## config.mk

```make
export PLATFORM = sky130hd
export DESIGN_NAME = rotation_parser_flat
export DESIGN_NICKNAME = d
export VERILOG_FILES = /design/src/rtl/rotation_parser_if.sv /design/src/rtl/rotation_parser.sv /design/src/flat_wrapper.sv
export SDC_FILE = /design/constraint.sdc
export NUM_CORES = 1
export LEC_CHECK = 0
export ABC_AREA = 1
export CORE_MARGIN = 2
export CORE_UTILIZATION = 25
export CTS_CLUSTER_SIZE = 14
export DETAILED_ROUTE_END_ITERATION = 8
export GPL_ROUTABILITY_DRIVEN = 0
export HOLD_SLACK_MARGIN = 0.02
export PLACE_DENSITY_LB_ADDON = 0.1
export SETUP_SLACK_MARGIN = 0.4
export SYNTH_ARGS = -nofsm -noshare
export SYNTH_HDL_FRONTEND = slang
export SYNTH_SLANG_ARGS = --single-unit
export TNS_END_PERCENT = 5
```

## constraint.sdc

```tcl
create_clock -name clk -period 8.5 [get_ports clk]
set_clock_uncertainty 0.1 [all_clocks]
set_input_delay 1.275 -clock clk [delete_from_list [all_inputs] [get_ports clk]]
set_output_delay 1.275 -clock clk [all_outputs]
set_load 0.01 [all_outputs]
```

## src/rtl/rotation_parser_if.sv

```systemverilog
// -----------------------------------------------------------------------------
// rotation_parser_if
//
// Handshake bundle between a byte source, the rotation_parser and the
// dial-rotation core. It carries two streams:
//   byte stream    : in_valid, in_data[7:0], in_last  (source -> parser)
//                    in_ready                         (parser -> source)
//   command stream : cmd_valid, cmd_direction,
//                    cmd_distance[DIST_W-1:0]         (parser -> core)
//                    cmd_ready                        (core -> parser)
//
// Modports:
//   slave  : the parser side (consumes bytes, produces commands)
//   master : the environment side (byte source plus command sink)
// -----------------------------------------------------------------------------
interface rotation_parser_if #(
  parameter int DIST_W = 16
);

  logic              in_valid;
  logic [7:0]        in_data;
  logic              in_last;
  logic              in_ready;

  logic              cmd_valid;
  logic              cmd_direction;
  logic [DIST_W-1:0] cmd_distance;
  logic              cmd_ready;

  modport slave (
    input  in_valid,
    input  in_data,
    input  in_last,
    output in_ready,
    output cmd_valid,
    output cmd_direction,
    output cmd_distance,
    input  cmd_ready
  );

  modport master (
    output in_valid,
    output in_data,
    output in_last,
    input  in_ready,
    input  cmd_valid,
    input  cmd_direction,
    input  cmd_distance,
    output cmd_ready
  );

endinterface

```

## src/rtl/rotation_parser.sv

```systemverilog
// -----------------------------------------------------------------------------
// rotation_parser
//
// Byte-stream front end for the dial-rotation core. Raw ASCII lines such as
// "R48\n" or "L5\n" are decoded into {direction, distance} commands that are
// handed to the core over a valid/ready handshake.
//
// Parameters:
//   DIST_W      width of the decoded distance (matches the core's port)
//
// Ports:
//   clk         rising-edge clock
//   rst_n       asynchronous, active-low reset
//   bus         rotation_parser_if.slave
//                 in_valid/in_data/in_last/in_ready : byte input stream
//                 cmd_valid/cmd_direction/cmd_distance/cmd_ready : commands
//   line_count  commands handed off, saturating at 16'hFFFF
//   err_count   rejected or saturated lines, saturating at 16'hFFFF
//   done        sticky; stream consumed and final command handed off
//
// Build option:
//   ROTATION_PARSER_CRLF_EN  when defined, carriage return (0x0D) is ignored
//                            while reading or skipping a line, so CRLF text
//                            decodes like LF text. When undefined it is an
//                            ordinary invalid byte.
// -----------------------------------------------------------------------------
module rotation_parser #(
  parameter int DIST_W = 16
) (
  input  logic             clk,
  input  logic             rst_n,
  rotation_parser_if.slave bus,
  output logic [15:0]      line_count,
  output logic [15:0]      err_count,
  output logic             done
);

  typedef enum logic [2:0] {
    IDLE,
    DIGITS,
    EMIT,
    SKIP,
    FIN
  } state_t;

  localparam logic [7:0] CH_LF = 8'h0A;
  localparam logic [7:0] CH_R  = 8'h52;
  localparam logic [7:0] CH_L  = 8'h4C;
  localparam logic [7:0] CH_0  = 8'h30;
  localparam logic [7:0] CH_9  = 8'h39;

  state_t            state;
  logic              live;
  logic              dir_q;
  logic [DIST_W-1:0] acc;
  logic              digit_seen;
  logic              sat_seen;
  logic              fin_pending;

  logic              cmd_valid_q;
  logic              cmd_dir_q;
  logic [DIST_W-1:0] cmd_dist_q;

  logic              accept;
  logic              is_lf;
  logic              is_cr;
  logic              is_dir;
  logic              is_digit;
  logic              to_emit;
  logic [3:0]        digit_val;
  logic [DIST_W+3:0] acc_wide;
  logic              acc_ovf;
  logic [DIST_W-1:0] acc_upd;

  function automatic logic [15:0] sat_inc(input logic [15:0] v);
    return (v == 16'hFFFF) ? v : v + 16'd1;
  endfunction

  // 'live' holds in_ready low while reset is asserted and for no longer:
  // it rises on the first clock edge after release.
  assign bus.in_ready = live && ((state == IDLE) || (state == DIGITS) || (state == SKIP));
  assign accept       = bus.in_valid && bus.in_ready;

  assign bus.cmd_valid     = cmd_valid_q;
  assign bus.cmd_direction = cmd_dir_q;
  assign bus.cmd_distance  = cmd_dist_q;

  assign is_lf    = (bus.in_data == CH_LF);
  assign is_dir   = (bus.in_data == CH_R) || (bus.in_data == CH_L);
  assign is_digit = (bus.in_data >= CH_0) && (bus.in_data <= CH_9);

`ifdef ROTATION_PARSER_CRLF_EN
  localparam logic [7:0] CH_CR = 8'h0D;
  assign is_cr = (bus.in_data == CH_CR);
`else
  assign is_cr = 1'b0;
`endif

  // acc*10 + digit computed four bits wider than the accumulator so that any
  // carry out of the top means the true value no longer fits. Once saturated
  // the accumulator is all-ones, which overflows again on every further digit
  // and therefore stays pinned.
  assign digit_val = bus.in_data[3:0];
  assign acc_wide  = ({4'd0, acc} << 3) + ({4'd0, acc} << 1)
                   + {{DIST_W{1'b0}}, digit_val};
  assign acc_ovf   = |acc_wide[DIST_W+3:DIST_W];
  assign acc_upd   = acc_ovf ? {DIST_W{1'b1}} : acc_wide[DIST_W-1:0];

  // A line is complete either on its newline (once at least one digit has been
  // seen) or on a digit that is also the final byte of the stream.
  assign to_emit = (state == DIGITS) &&
                   ((is_lf && digit_seen) || (is_digit && bus.in_last));

  // Line decoder. The byte is first processed as usual; a final byte that does
  // not complete a command then overrides the destination with FIN. A final
  // byte that does complete one goes to EMIT and remembers to finish after the
  // handoff.
  always_ff @(posedge clk or negedge rst_n) begin
    if (!rst_n) begin
      state       <= IDLE;
      live        <= 1'b0;
      dir_q       <= 1'b0;
      acc         <= '0;
      digit_seen  <= 1'b0;
      sat_seen    <= 1'b0;
      fin_pending <= 1'b0;
      cmd_valid_q <= 1'b0;
      cmd_dir_q   <= 1'b0;
      cmd_dist_q  <= '0;
      line_count  <= '0;
      err_count   <= '0;
      done        <= 1'b0;
    end else begin
      live <= 1'b1;

      case (state)
        IDLE: begin
          if (accept) begin
            if (is_dir) begin
              dir_q      <= (bus.in_data == CH_R);
              acc        <= '0;
              digit_seen <= 1'b0;
              sat_seen   <= 1'b0;
              state      <= DIGITS;
            end else if (!(is_lf || is_cr)) begin
              err_count <= sat_inc(err_count);
              state     <= SKIP;
            end
          end
        end

        DIGITS: begin
          if (accept) begin
            if (is_digit) begin
              acc        <= acc_upd;
              sat_seen   <= sat_seen | acc_ovf;
              digit_seen <= 1'b1;
            end else if (is_lf && digit_seen) begin
              state <= DIGITS;
            end else if (is_cr) begin
              // A stream that ends on a carriage return leaves the line unfinished.
              if (bus.in_last) begin
                err_count <= sat_inc(err_count);
              end
            end else begin
              err_count <= sat_inc(err_count);
              state     <= is_lf ? IDLE : SKIP;
            end

            if (to_emit) begin
              cmd_valid_q <= 1'b1;
              cmd_dir_q   <= dir_q;
              cmd_dist_q  <= is_digit ? acc_upd : acc;
              fin_pending <= bus.in_last;
              state       <= EMIT;
            end
          end
        end

        EMIT: begin
          if (bus.cmd_ready) begin
            cmd_valid_q <= 1'b0;
            line_count  <= sat_inc(line_count);
            if (sat_seen) begin
              err_count <= sat_inc(err_count);
            end
            if (fin_pending) begin
              state <= FIN;
              done  <= 1'b1;
            end else begin
              state <= IDLE;
            end
          end
        end

        SKIP: begin
          if (accept && is_lf) begin
            state <= IDLE;
          end
        end

        FIN: begin
          state <= FIN;
        end

        default: begin
          state <= IDLE;
        end
      endcase

      if (accept && bus.in_last && !to_emit) begin
        state <= FIN;
        done  <= 1'b1;
      end
    end
  end

endmodule

```

## src/flat_wrapper.sv

```systemverilog
// flat-port wrapper written by rule: the top's interface ports become plain ports
module rotation_parser_flat 
#(
  parameter int DIST_W = 16
)
  (clk, rst_n, line_count, err_count, done, bus_in_valid, bus_in_data, bus_in_last, bus_in_ready, bus_cmd_valid, bus_cmd_direction, bus_cmd_distance, bus_cmd_ready);
  rotation_parser_if #(.DIST_W(DIST_W)) bus_i ();
  input  logic clk;
  input  logic rst_n;
  output logic [15:0] line_count;
  output logic [15:0] err_count;
  output logic done;
  input wire logic [$bits(bus_i.in_valid)-1:0] bus_in_valid;
  input wire logic [$bits(bus_i.in_data)-1:0] bus_in_data;
  input wire logic [$bits(bus_i.in_last)-1:0] bus_in_last;
  output wire logic [$bits(bus_i.in_ready)-1:0] bus_in_ready;
  output wire logic [$bits(bus_i.cmd_valid)-1:0] bus_cmd_valid;
  output wire logic [$bits(bus_i.cmd_direction)-1:0] bus_cmd_direction;
  output wire logic [$bits(bus_i.cmd_distance)-1:0] bus_cmd_distance;
  input wire logic [$bits(bus_i.cmd_ready)-1:0] bus_cmd_ready;
  assign bus_i.in_valid = bus_in_valid;
  assign bus_i.in_data = bus_in_data;
  assign bus_i.in_last = bus_in_last;
  assign bus_in_ready = bus_i.in_ready;
  assign bus_cmd_valid = bus_i.cmd_valid;
  assign bus_cmd_direction = bus_i.cmd_direction;
  assign bus_cmd_distance = bus_i.cmd_distance;
  assign bus_i.cmd_ready = bus_cmd_ready;
  rotation_parser #(.DIST_W(DIST_W)) u_core (.clk(clk), .rst_n(rst_n), .bus(bus_i), .line_count(line_count), .err_count(err_count), .done(done));
endmodule
```

==> Yosys cells after proc, flatten, opt, wreduce, memory -nomap -nowiden <==
Cells that the tools add are included.
W data, S select, Z words.
{ "word_totals": {"regBits": 75, "latchBits": 0, "ram_bits": 0, "rom_bits": 0, "in_bits": 13, "out_inout_bits": 52, "mem_count": 0} }
{ "op_classes": {"add_sub_neg": 4, "multipliers": 0, "div_mod_pow": 0, "n_lt_le_gt_ge": 2, "n_eq_ne": 26, "shift": 0, "n_mux": 45, "bitwise_logic": 2, "n_reduce_logical": 31} }
{ "op_table": {"columns": ["cell", "count"], "rows": [
  ["$mux W16", 14],
  ["$pmux W16 S3", 1],
  ["$mux W3", 11],
  ["$add A16 B1 Y16 const B", 2],
  ["$eq A16 B16 Y1 const B", 2],
  ["$pmux W16 S2", 1],
  ["$add A19 B17 Y20", 1],
  ["$add A20 B4 Y20", 1],
  ["$eq A8 B7 Y1 const B", 2],
  ["$pmux W3 S5", 1],
  ["$mux W1", 13],
  ["$ne A2 B1 Y1 const B", 6],
  ["$reduce_and A3 Y1", 4],
  ["$ne A2 B2 Y1 const B", 5],
  ["$reduce_bool A2 Y1", 5],
  ["$logic_and A1 B1 Y1", 9],
  ["$ne A3 B2 Y1 const B", 3],
  ["$reduce_and A9 Y1", 1],
  ["$eq A8 B4 Y1 const B", 1],
  ["$ge A8 B6 Y1 const B", 1],
  ["$le A8 B6 Y1 const B", 1],
  ["$ne A4 B4 Y1 const B", 2],
  ["$reduce_and A4 Y1", 2],
  ["$eq A3 B2 Y1 const B", 2],
  ["14 further kinds", 19]
]} }

==> Depth between registers and ports, before layout <==
Gate-level depths: netlist of run 1.
{ "logic_depth": {"depth_word": 9, "mapped_depth": 19, "depth_no_buf": 18} }

==> Least setup slack after synthesis of run 1 <==
OpenSTA, ideal clock, no wires.
{ "synth_timing": {"path_type": "in2reg", "startpoint": "in bus_in_data[3]", "endpoint": "reg u_core.acc[15]", "setup_time_ns": 0.118, "t_arrival_ns": 3.475, "t_required_ns": 8.282, "slack_ns": 4.807, "path_stages": 18, "n_path_buf": 1, "cell_sequence": "fa_1 > inv_1 > fa_1 > inv_1 > nand2_1 > nand2_1 > nand3_1 > nand2_1 > nand2_1 > nand2_1 > nand2_1 > nand2_1 > nand2_1 > nor2_4 > buf_6 > nand3_1 > nand3_1 > nand2_1"} }
{ "synth_via": {"elab_chain_len": 6, "elab_cells_between_ends": 14, "cone_classes": "add/sub (1); order compare (2); eq/ne (3); mux (4); reduce/logical (4)"} }
{ "synth_lines": {"columns": ["element", "line", "text"], "rows": [
  ["from (decl)", "flat_wrapper.sv:14", "input wire logic [$bits(bus_i.in_data)-1:0] bus_in_data;"],
  ["$add A20 B4 Y20", "rotation_parser.sv:105", "+ {{DIST_W{1'b0}}, digit_val};"],
  ["$reduce_or A4 Y1", "rotation_parser.sv:106", "assign acc_ovf = |acc_wide[DIST_W+3:DIST_W];"],
  ["$mux W16", "rotation_parser.sv:107", "assign acc_upd = acc_ovf ? {DIST_W{1'b1}} : acc_wide[DIST_W-1:0];"],
  ["$mux W16", null, null],
  ["$mux W16", "rotation_parser.sv:153", "if (accept) begin"],
  ["$pmux W16 S2", "rotation_parser.sv:136", "case (state)"],
  ["to (signal assigned)", "rotation_parser.sv:155", "acc <= acc_upd;"],
  ["to (decl)", "rotation_parser.sv:55", "logic [DIST_W-1:0] acc;"]
]} }
Several ways; a longest one is shown, not always the timed one. The select of a mux whose other input is x is not followed.
A chain may end at the register's enable or synchronous reset.

==> Worst setup path in the final report of run 1 <==
{ "layout_timing": {"startpoint": "in bus_in_data[3]", "endpoint": "reg u_core.cmd_dist_q[8], in the netlist u_core.bus.cmd_distance[8]"} }
{ "layout_via": {"elab_chain_len": 6, "elab_cells_between_ends": 13, "cone_classes": "add/sub (1); order compare (2); eq/ne (1); mux (2); reduce/logical (7)"} }
{ "layout_lines": {"columns": ["element", "line", "text"], "rows": [
  ["parallel branches: the longest is 6 deep, another holds $add A20 B4 Y20", null, null],
  ["to (signal assigned)", "rotation_parser.sv:173", "cmd_dist_q <= is_digit ? acc_upd : acc;"],
  ["to (decl)", "rotation_parser.sv:62", "logic [DIST_W-1:0] cmd_dist_q;"]
]} }
Parallel ways; which one is timed is not known.

==> results.yml, run 1 <==
run_status:
  status: "completed"
logic_synthesis:
  syn_inst: 715
  synth_top_cell_by_area: "dfrtp_1"
  synth_area_per_cell_um2: 7.26
  ys_top_cells_by_area: "dfrtp_1, nand2_1, ha_1"
  ys_warn_count: 0
  synth_commonest_cells: "nand2_1, inv_1, dfrtp_1"
  synth-main-ff-cell: "dfrtp_1"
  synth_edf_count: 0
  syn_nets: 763
  ys_ff_latch: 75
  yosysSeqAreaShare_pct: 36.2
  synth_top_area_share_pct: 36.2
  synthArstFlopShare_pct: 100
  synth.most_common_cell: "nand2_1"
  synth.distinct_cells: 36
  synth_area_um2: 5190
floorplan:
  core_um2: 20300
  die_h_um: 148
  ios: 65
  dieWidth_um: 148
  dieArea_um2: 21900
  floorplan.initialDensity_pct: 25.6
  placementRows: 52
timing:
  maxSlewViolCount: 0
  tns_ns: 0
  fin_crit_sh_pct: 50.5
  fmax_mhz: 233
  hold_violations: 0
  slew_headroom_pct: 33.3
  finalSetupViolCount: 0
  tightest_slew_ns: 1.00
  rsz0062_at_grt: "false"
  fin_crit_ns: 4.29
finish:
  area_growth_pct: 23.6
  fillerInstances: 2238
  seq_area_um2: 1880
  diodes: 0
  multi_input_area_um2: 2910
  drive_gt1_share_pct: 6.87
  utilization_pct: 31.6
  layout.nets: 829
  fin_cells: 1056
power_and_ir_drop:
  p_sw_w: 0.000643
  worst_ir_drop_vdd_v: 0.000101
  comb_power_share_pct: 42.3
  leakage_nw: 3.28
  swShare_pct: 40.8
  internal_power_w: 0.000934
  clkPwrFrac_pct: 25.7
  powerDensity_nw_per_um2: 246
  seqPwrFrac_pct: 32.0
setup_path:
  worstReg2RegEnd: "u_core.bus.cmd_distance[8]$_DFFE_PN0P_"
  rrSetupSlack_ns: 5.26
  r2r-start: "u_core.acc[2]$_DFFE_PN0P_"
  cp-endpoint: "u_core.bus.cmd_distance[8]$_DFFE_PN0P_"
  crit_fanout: 16
  worst_ep_arrival_time_ns: 4.43
  cp.required_ns: 8.63
  reg2reg_depth: 17
  startpoint_type: "input pin"
  crit_type: "input pin to flop"
  cp-startpoint: "bus_in_data[3]"
  endpoint_kind: "flop"
run:
  cap_violations: 0
clock_tree:
  cts_hold_buf: 0
  htree_levels: 3
  cts.path.max_buffers: 2
  cts_sinks: 75
  cts-root-buf: "clkbuf_16"
  cts_resized: 0
  post-cts-setup-buffers: 0
  cts_made_buffers: 9
  clock_latency_ns: 0.35
  cts_tree: "yes"
  path_clk_slew_ns: 0.06
detailed_routing:
  first_pass_iters: 4
  finalWirelength_mm: 14.2
  wire_per_inst_um: 13.5
  dr_total_vias: 4679
  drc: 0
  viasPerCell: 4.43
  drtIter0Drc: 225
  ant_nets: 0
global_route:
  grt_pass1_wl_mm: 24.0
  grt_use_met3_pct: 2.94
  grtUsageMet1_pct: 17.8
  track_usage_pct: 13.6
  use_met2_pct: 22.7
  antenna_found_initial: 0
  grt_overflow: 0
  grt_max_degree: 76
  busiest_layer: "met2"
  grt_pass1_vias: 4737
place:
  dp_hpwl_mm: 10.9
  portBuffers: 64
  dp_cells: 1040
min_path:
  hp-start: "u_core.bus.cmd_distance[15]$_DFFE_PN0P_"
  hold_class: "flop to flop"
[cell usage in the layout, fill, tap and decap left out, types with 2 or more instances in the layout]
cell             instances
or2_2                   13
nor3_1                  20
clkbuf_8                 3
nand2_1                236
dfrtp_1                 75
nand4_1                 10
ha_1                    33
xnor2_1                 13
or2_1                    2
nand3_2                  2
clkinv_2                 2
nor2_2                   2
and2_1                   2
clkbuf_16                9
nor4_1                   4
nor2_1                  48
nor2_4                   3
fa_1                     2
o211ai_1                 3
xor2_1                  24
nand3_1                 73
o21bai_1                 2
nand2_2                  5
inv_1                   85
a21oi_1                 17
o21ai_0                 15
buf_4                    2
o21ai_2                  5
clkdlybuf4s50_1         63
inv_2                    4
[sequential cells by signal, indices dropped and copies added, names as in the netlist]
register / cells
u_core.fin_pending: 1
u_core.acc: 16
u_core.bus.cmd_direction: 1
u_core.bus.cmd_valid: 1
u_core.bus.cmd_distance: 16
u_core.digit_seen: 1
u_core.done: 1
u_core.sat_seen: 1
u_core.line_count: 16
u_core.dir_q: 1
u_core.state: 3
u_core.err_count: 16
u_core.live: 1
[power groups by stage]
| stage | registers, W | clock network [W] | logic (W) |
|---|---|---|---|
| after CTS | 0.000507 | 0.000417 | 0.000678 |
| final | 0.000505 | 0.000405 | 0.000668 |
| after floorplan | 0.000507 | 0 | 0.000470 |
| after global placement | 0.000512 | 0 | 0.000672 |
| after global routing | 0.000518 | 0.000436 | 0.000762 |
| after detailed placement | 0.000512 | 0 | 0.000673 |
[critical path, cell delays in order]
cell             delay [ns]
clkdlybuf4s50_1        0.51
fa_1                   0.60
inv_1                  0.06
fa_1                   0.45
inv_1                  0.07
nand2_1                0.04
nand2_1                0.10
nand3_1                0.08
nand2_1                0.12
nand2_1                0.08
nand2_1                0.07
nand2_1                0.04
nand2_1                0.06
nand2_1                0.10
nor2_4                 0.38
nand3_1                0.20
nand3_1                0.13
nand2_1                0.05
[metrics by stage]
| step | hold slack [ns] | power (W) | worst slack, ns | area (um^2) |
|---|---|---|---|---|
| final | 0.379 | 0.00158 | 4.21 | 6410 |
| after global routing | 0.403 | 0.00172 | 3.84 | 6410 |
| after CTS | 0.386 | 0.00160 | 4.17 | 6410 |
| after detailed placement | 0.369 | 0.00119 | 3.80 | 6100 |
| after global placement | 0.367 | 0.00118 | 3.88 | 6100 |
| after floorplan | 0.343 | 0.000976 | 4.81 | 5190 |
[routing by layer]
metal  routed length [um]  vias to the layer above
met5                    0                        -
met3                  366                       16
li1                     -                     2416
met4                  242                        0
met1                 6990                     2174
met2                 6630                       73
[logic make-up after synthesis]
logic type                 synth area share, %
AOI/OAI and AO/OA                         5.26
xor gates and xnor gates                  6.25
adders and majority gates                 8.73
buffers and inverters                     7.81
DFF                                       36.2
other                                   0.0723
and+or+nand+nor                           35.7
[cell type report]
type                       instances  share of cell area (%)
multi-input combinational        541                    45.3
sequential                        75                    29.3
timing repair buffer              65                    10.1
tap                              270                    5.27
inverter                          89                    5.21
clock buffer                      12                    4.16
clock inverter                     4                   0.741
[how the worst min path moves through the flow]
stage                                                    endpoint  slack, ns  depth (start not counted)
final                     u_core.bus.cmd_distance[15]$_DFFE_PN0P_       0.38                          2
after global routing                      u_core.done$_DFFE_PN0P_       0.40                          1
after CTS                  u_core.bus.cmd_distance[4]$_DFFE_PN0P_       0.39                          2
after detailed placement     u_core.bus.cmd_direction$_DFFE_PN0P_       0.37                          2
after global placement    u_core.bus.cmd_distance[11]$_DFFE_PN0P_       0.37                          2
after floorplan              u_core.bus.cmd_direction$_DFFE_PN0P_       0.34                          2
(Power assumes the default switching activity.)
==> run 2: changes to the inputs <==
Clock period 8.5 ns to 3.59 ns, I/O delays scaled along.
==> run 2 against run 1 <==
Against the previous run:
- clock-buffer cell count decreased by 3
- hold slack got worse by 0.12 ns
- flip-flop and latch count is the same
- design area grew 2.6%
- die area unchanged
- core utilization rose by 0.81 points
- via count increased by 1.8%
- sequential share of layout area is 0.73 points lower
- power rose by 140%
- combinational power grew to 2.7 times the previous value
- critical path depth stayed put
- critical path type is now flop to flop
- highest routed layer unchanged
==> results.yml, run 2 (synthesis results as in run 1) <==
setup_path:
  worst_ep_arrival_time_ns: 3.09
  critPathMaxStageDelay_ns: 0.59
  crit_type: "flop to flop"
  path_buf_inv: 3
  startpoint_type: "flop"
  crit_path_cell_trace: "fa_1, inv_2, fa_2, inv_1, nand2_1, nand2_2, nand3_2, nand2_1, nand2_1, nand2_1, nand2_1, nand2_1, nand2_2, nor2_4, clkbuf_16, nand3_1, nand3_1, nand2_1"
  crit_path_frequent_cell: "nand2_1"
  cp.required_ns: 3.72
  worst_path_max_delay_cell: "fa_1"
  crit_fanout: 6
  cp-startpoint: "u_core.acc[0]$_DFFE_PN0P_"
  r2r-start: "u_core.acc[0]$_DFFE_PN0P_"
  critPathTopFamily: "simple AND/OR/NAND/NOR gates"
  endpoint_kind: "flop"
global_route:
  grt_max_degree: 76
  antenna_found_initial: 0
  track_usage_pct: 13.9
  grt_overflow: 0
  grt_pass1_vias: 4802
  grt_pass1_wl_mm: 24.3
floorplan:
  core_um2: 20300
  dieArea_um2: 21900
  die_h_um: 148
  floorplan.initialDensity_pct: 25.6
  ios: 65
  dieWidth_um: 148
  placementRows: 52
run_status:
  status: "completed"
clock_tree:
  path_clk_slew_ns: 0.07
  cts_made_buffers: 9
  cts-root-buf: "clkbuf_16"
  cts_tree: "yes"
  cts.path.max_buffers: 2
  cts_sinks: 75
  htree_levels: 3
  cts_hold_buf: 0
  clock_latency_ns: 0.35
detailed_routing:
  ant_nets: 0
  dr_total_vias: 4763
  first_pass_iters: 4
  wire_per_inst_um: 13.7
  viasPerCell: 4.44
  drtIter0Drc: 237
  finalWirelength_mm: 14.7
  drc: 0
timing:
  tns_ns: 0
  finalSetupViolCount: 0
  fin_crit_ns: 2.96
  maxSlewViolCount: 0
  hold_violations: 0
  fin_crit_sh_pct: 82.4
  rsz0062_at_grt: "true"
  slew_headroom_pct: 33.5
  fmax_mhz: 338
  tightest_slew_ns: 0.998
  fin_ws_ns: 0.631
finish:
  seq_area_um2: 1880
  area_growth_pct: 26.8
  fillerInstances: 2221
  diodes: 0
  layout.nets: 845
  layout_commonest_cell: "nand2_1"
  drive_gt1_share_pct: 10.3
  multi_input_area_um2: 2950
  design_area_um2: 6580
  final_cell_mix: "nand2_1, inv_1, dfrtp_1"
power_and_ir_drop:
  leakage_nw: 3.36
  powerDensity_nw_per_um2: 587
  worst_ir_drop_vdd_v: 0.000304
place:
  dp_hpwl_mm: 11.1
  portBuffers: 64
  place_ws_ns: -0.0530
  placement.cell_area_um2: 6210
run:
  cap_violations: 0
min_path:
  hold_class: "input pin to asynchronous set/reset pin"
-- run 2: cell count changes in the layout (fill, tap and decap cells not counted), sizes merged, moves of 2 or more --
cell           before  now
clkbuf             12   10
clkinvlp            1    3
clkdlybuf4s50      63   60
buf                 2   17
dlymetal6s2s        0    2
-- run 2: per-stage QoR --
step	power, W	util, %	instances	hold slack, ns
floorplan	0.00231	-	715	0.143
global placement	0.00292	30.6	1053	0.369
detailed placement	0.00292	30.6	1053	0.367
CTS	0.00382	32.0	1069	0.298
global route	0.00420	32.4	1072	0.333
finish	0.00386	32.4	1072	0.258
-- run 2: worst register-to-register path, cell delays in order, from the launching register on --
cell and delay, ns:
dfrtp_1 0.41, fa_1 0.59, inv_2 0.05, fa_2 0.38
inv_1 0.06, nand2_1 0.05, nand2_2 0.10, nand3_2 0.07
nand2_1 0.09, nand2_1 0.07, nand2_1 0.07, nand2_1 0.05
nand2_1 0.07, nand2_2 0.07, nor2_4 0.19, clkbuf_16 0.19
nand3_1 0.08, nand3_1 0.09, nand2_1 0.06
-- run 2: worst paths after layout --
kind                                                           end  slack, ns  cells after the start
max                                     u_core.acc[14]$_DFFE_PN0P_       0.63                     18
min                                u_core.err_count[3]$_DFFE_PN0P_       0.26                      1
max reg2reg                             u_core.acc[14]$_DFFE_PN0P_       0.63                     18
min reg2reg                u_core.bus.cmd_distance[15]$_DFFE_PN0P_       0.38                      2
max in group asynchronous               u_core.acc[11]$_DFFE_PN0P_       2.49                      1
min in group clk           u_core.bus.cmd_distance[15]$_DFFE_PN0P_       0.38                      2
-- run 2: where the power goes --
part           total [W]  switching [W]  internal (W)
Sequential       0.00120       0.000192       0.00101
Clock           0.000866       0.000394      0.000471
Combinational    0.00180        0.00103      0.000767
Total            0.00386        0.00162       0.00225
-- run 2: timing repair --
action / 4_1_cts / 5_1_grt
setup endpoints to repair: 29 / 33
gates cloned: 0 / 1
resized for setup: 1 / 16
pin swaps: 0 / 6
setup buffers: 0 / 2
-- run 2: cell type report --
type	instances	area share, %
Clock buffer	9	3.42
Clock inverter	7	0.818
Inverter	89	5.08
Multi-Input combinational cell	541	44.8
Sequential cell	75	28.5
Tap cell	270	5.14
Timing Repair Buffer	81	12.2
-- run 2: layer usage --
metal | routed length [um] | global-route usage (%)
met1 | 7060 | 17.8
met2 | 7020 | 23.6
met3 | 426 | 3.31
met4 | 141 | 3.29
met5 | 0 | 0
==> run 3: changes to the inputs <==
Clock period 3.59 ns to 2.6 ns, I/O delays scaled along.
==> run 3 against run 2 <==
Against the previous run:
- the flow now finishes with violations (setup timing)
- design area grew 7.9%
- first-iteration DRC count shrank 11%
- final cell count grew 3.3%
- sequential share of layout area shrank 2.1 points
- via count grew 3.3%
- clock power grew 49%
- wire length grew 2.0%
- fmax grew 3.1%
- critical path type unchanged
==> results.yml, run 3 (synthesis results as in run 1) <==
timing:
  fmax_mhz: 349
  hold_violations: 0
  tightest_slew_ns: 0.650
  fin_crit_sh_pct: 110
  fin_crit_ns: 2.87
  slew_headroom_pct: 56.6
  fin_ws_ns: -0.269
  rsz0062_at_grt: "true"
  finalSetupViolCount: 33
  maxSlewViolCount: 0
  tns_ns: -7.34
setup_path:
  worst_ep_arrival_time_ns: 3.00
  reg2reg_depth: 19
  endpoint_kind: "flop"
  startpoint_type: "flop"
  cp.required_ns: 2.73
  critPathTopFamily: "simple AND/OR/NAND/NOR gates"
  cp-startpoint: "u_core.acc[0]$_DFFE_PN0P_"
  r2r-start: "u_core.acc[0]$_DFFE_PN0P_"
  worst_path_max_delay_cell: "fa_1"
  rrSetupSlack_ns: -0.27
  crit_type: "flop to flop"
  crit_path_cell_trace: "fa_1, inv_1, fa_2, inv_2, nand2_2, nand2_4, nand3_2, nand2_2, nand2_2, nand2_1, nand2_1, nand2_1, nand2_2, nor2_4, buf_6, buf_16, nand3_2, nand3_2, nand2_1"
  critPathMaxStageDelay_ns: 0.57
  crit_fanout: 6
  cp.depth: 19
  path_buf_inv: 4
finish:
  layout_commonest_cell: "nand2_1"
  layout.nets: 880
  drive_gt1_share_pct: 18.2
  fin_cells: 1107
  fillerInstances: 2193
  design_area_um2: 7100
  diodes: 0
  seq_area_um2: 1880
  multi_input_area_um2: 3140
  area_growth_pct: 36.8
  final_cell_mix: "nand2_1, inv_1, dfrtp_1"
place:
  portBuffers: 64
  dp_hpwl_mm: 11.6
  placement.cell_area_um2: 6500
  dp_cells: 1084
  place_ws_ns: -0.821
global_route:
  grt_overflow: 0
  grt_max_degree: 39
  grt_pass1_vias: 4941
  antenna_found_initial: 0
  grt_pass1_wl_mm: 25.2
  track_usage_pct: 14.4
clock_tree:
  htree_levels: 3
  path_clk_slew_ns: 0.06
  clock_latency_ns: 0.34
  cts.path.max_buffers: 2
  cts_made_buffers: 9
  cts_tree: "yes"
  cts_sinks: 75
  cts-root-buf: "clkbuf_16"
detailed_routing:
  wire_per_inst_um: 13.5
  drc: 0
  viasPerCell: 4.45
  finalWirelength_mm: 14.9
  dr_total_vias: 4921
  ant_nets: 0
  first_pass_iters: 6
  drtIter0Drc: 210
power_and_ir_drop:
  power.total_w: 0.00599
  leakage_nw: 3.58
  worst_ir_drop_vdd_v: 0.000322
  powerDensity_nw_per_um2: 845
floorplan:
  placementRows: 52
  core_um2: 20300
  die_h_um: 148
  floorplan.initialDensity_pct: 25.6
  dieArea_um2: 21900
  ios: 65
  dieWidth_um: 148
run_status:
  status: "complete, but fails checks"
  violations: "setup timing"
run:
  cap_violations: 0
min_path:
  whs_path_depth: 2
  hp-start: "u_core.bus.cmd_direction$_DFFE_PN0P_"
  hold_class: "flop to flop"
run 3: cell types whose count changed in the layout (fill, tap and decap cells not counted), sizes merged:
cell / change
dlymetal6s2s: -2
clkdlybuf4s15: -1
dlygate4sd2: +2
buf: +35
bufinv: +1
clkinvlp: -2
dlygate4sd3: +1
inv: -2
clkdlybuf4s50: +1
clkinv: +2
run 3: final cells by class:
| class | count | share of cell area [%] |
|---|---|---|
| well taps | 270 | 4.76 |
| inverters | 89 | 4.81 |
| repair buffers | 116 | 15.4 |
| clock inverters | 6 | 0.917 |
| flip-flops and latches | 75 | 26.5 |
| clock buffers | 10 | 3.37 |
| multi-input cells | 541 | 44.3 |
run 3: power by group:
group | switching, W | internal [W] | total, W | leakage [nW]
Clock | 0.000521 | 0.000770 | 0.00129 | 0.148
Sequential | 0.000252 | 0.00139 | 0.00165 | 1.00
Combinational | 0.00163 | 0.00142 | 0.00306 | 2.43
run 3: routing by layer:
metal / vias to the layer above / share of wire (%) / track usage, %
met5: - / 0 / 0
met4: 0 / 1.5 / 3.76
met3: 16 / 2.7 / 2.91
met2: 78 / 48 / 24.4
met1: 2309 / 47 / 18.7
li1: 2518 / - / -
run 3: tightest hold or removal path, cell delays in order (launching register included):
cell,delay [ns]
dfrtp_1,0.34
nand2_1,0.05
nand2_1,0.05
run 3: per-stage QoR:
stage / hold WS [ns] / util [%]
6_report: 0.380 / 35.0
5_1_grt: 0.400 / 35.0
3_5_place_dp: 0.329 / 32.0
3_3_place_gp: 0.317 / 32.0
2_1_floorplan: -0.00559 / -
4_1_cts: 0.385 / 34.2
run 3: final timing paths:
| path | endpoint |
|---|---|
| setup / recovery | u_core.acc[9]$_DFFE_PN0P_ |
| hold / removal | u_core.bus.cmd_direction$_DFFE_PN0P_ |
| setup reg to reg | u_core.acc[9]$_DFFE_PN0P_ |
| hold reg to reg | u_core.bus.cmd_direction$_DFFE_PN0P_ |
| max in group asynchronous | u_core.line_count[0]$_DFFE_PN0P_ |
| min in group asynchronous | u_core.err_count[11]$_DFFE_PN0P_ |
run 3: what timing repair did:
item / in CTS / in global routing
pin swaps: 4 / 7
setup endpoints to repair: 34 / 57
cloned: 1 / 0
gates resized for setup: 26 / 31
buffers inserted: 3 / 2
hold endpoints to repair: 37 / 0
hold buffers: 1 / 0
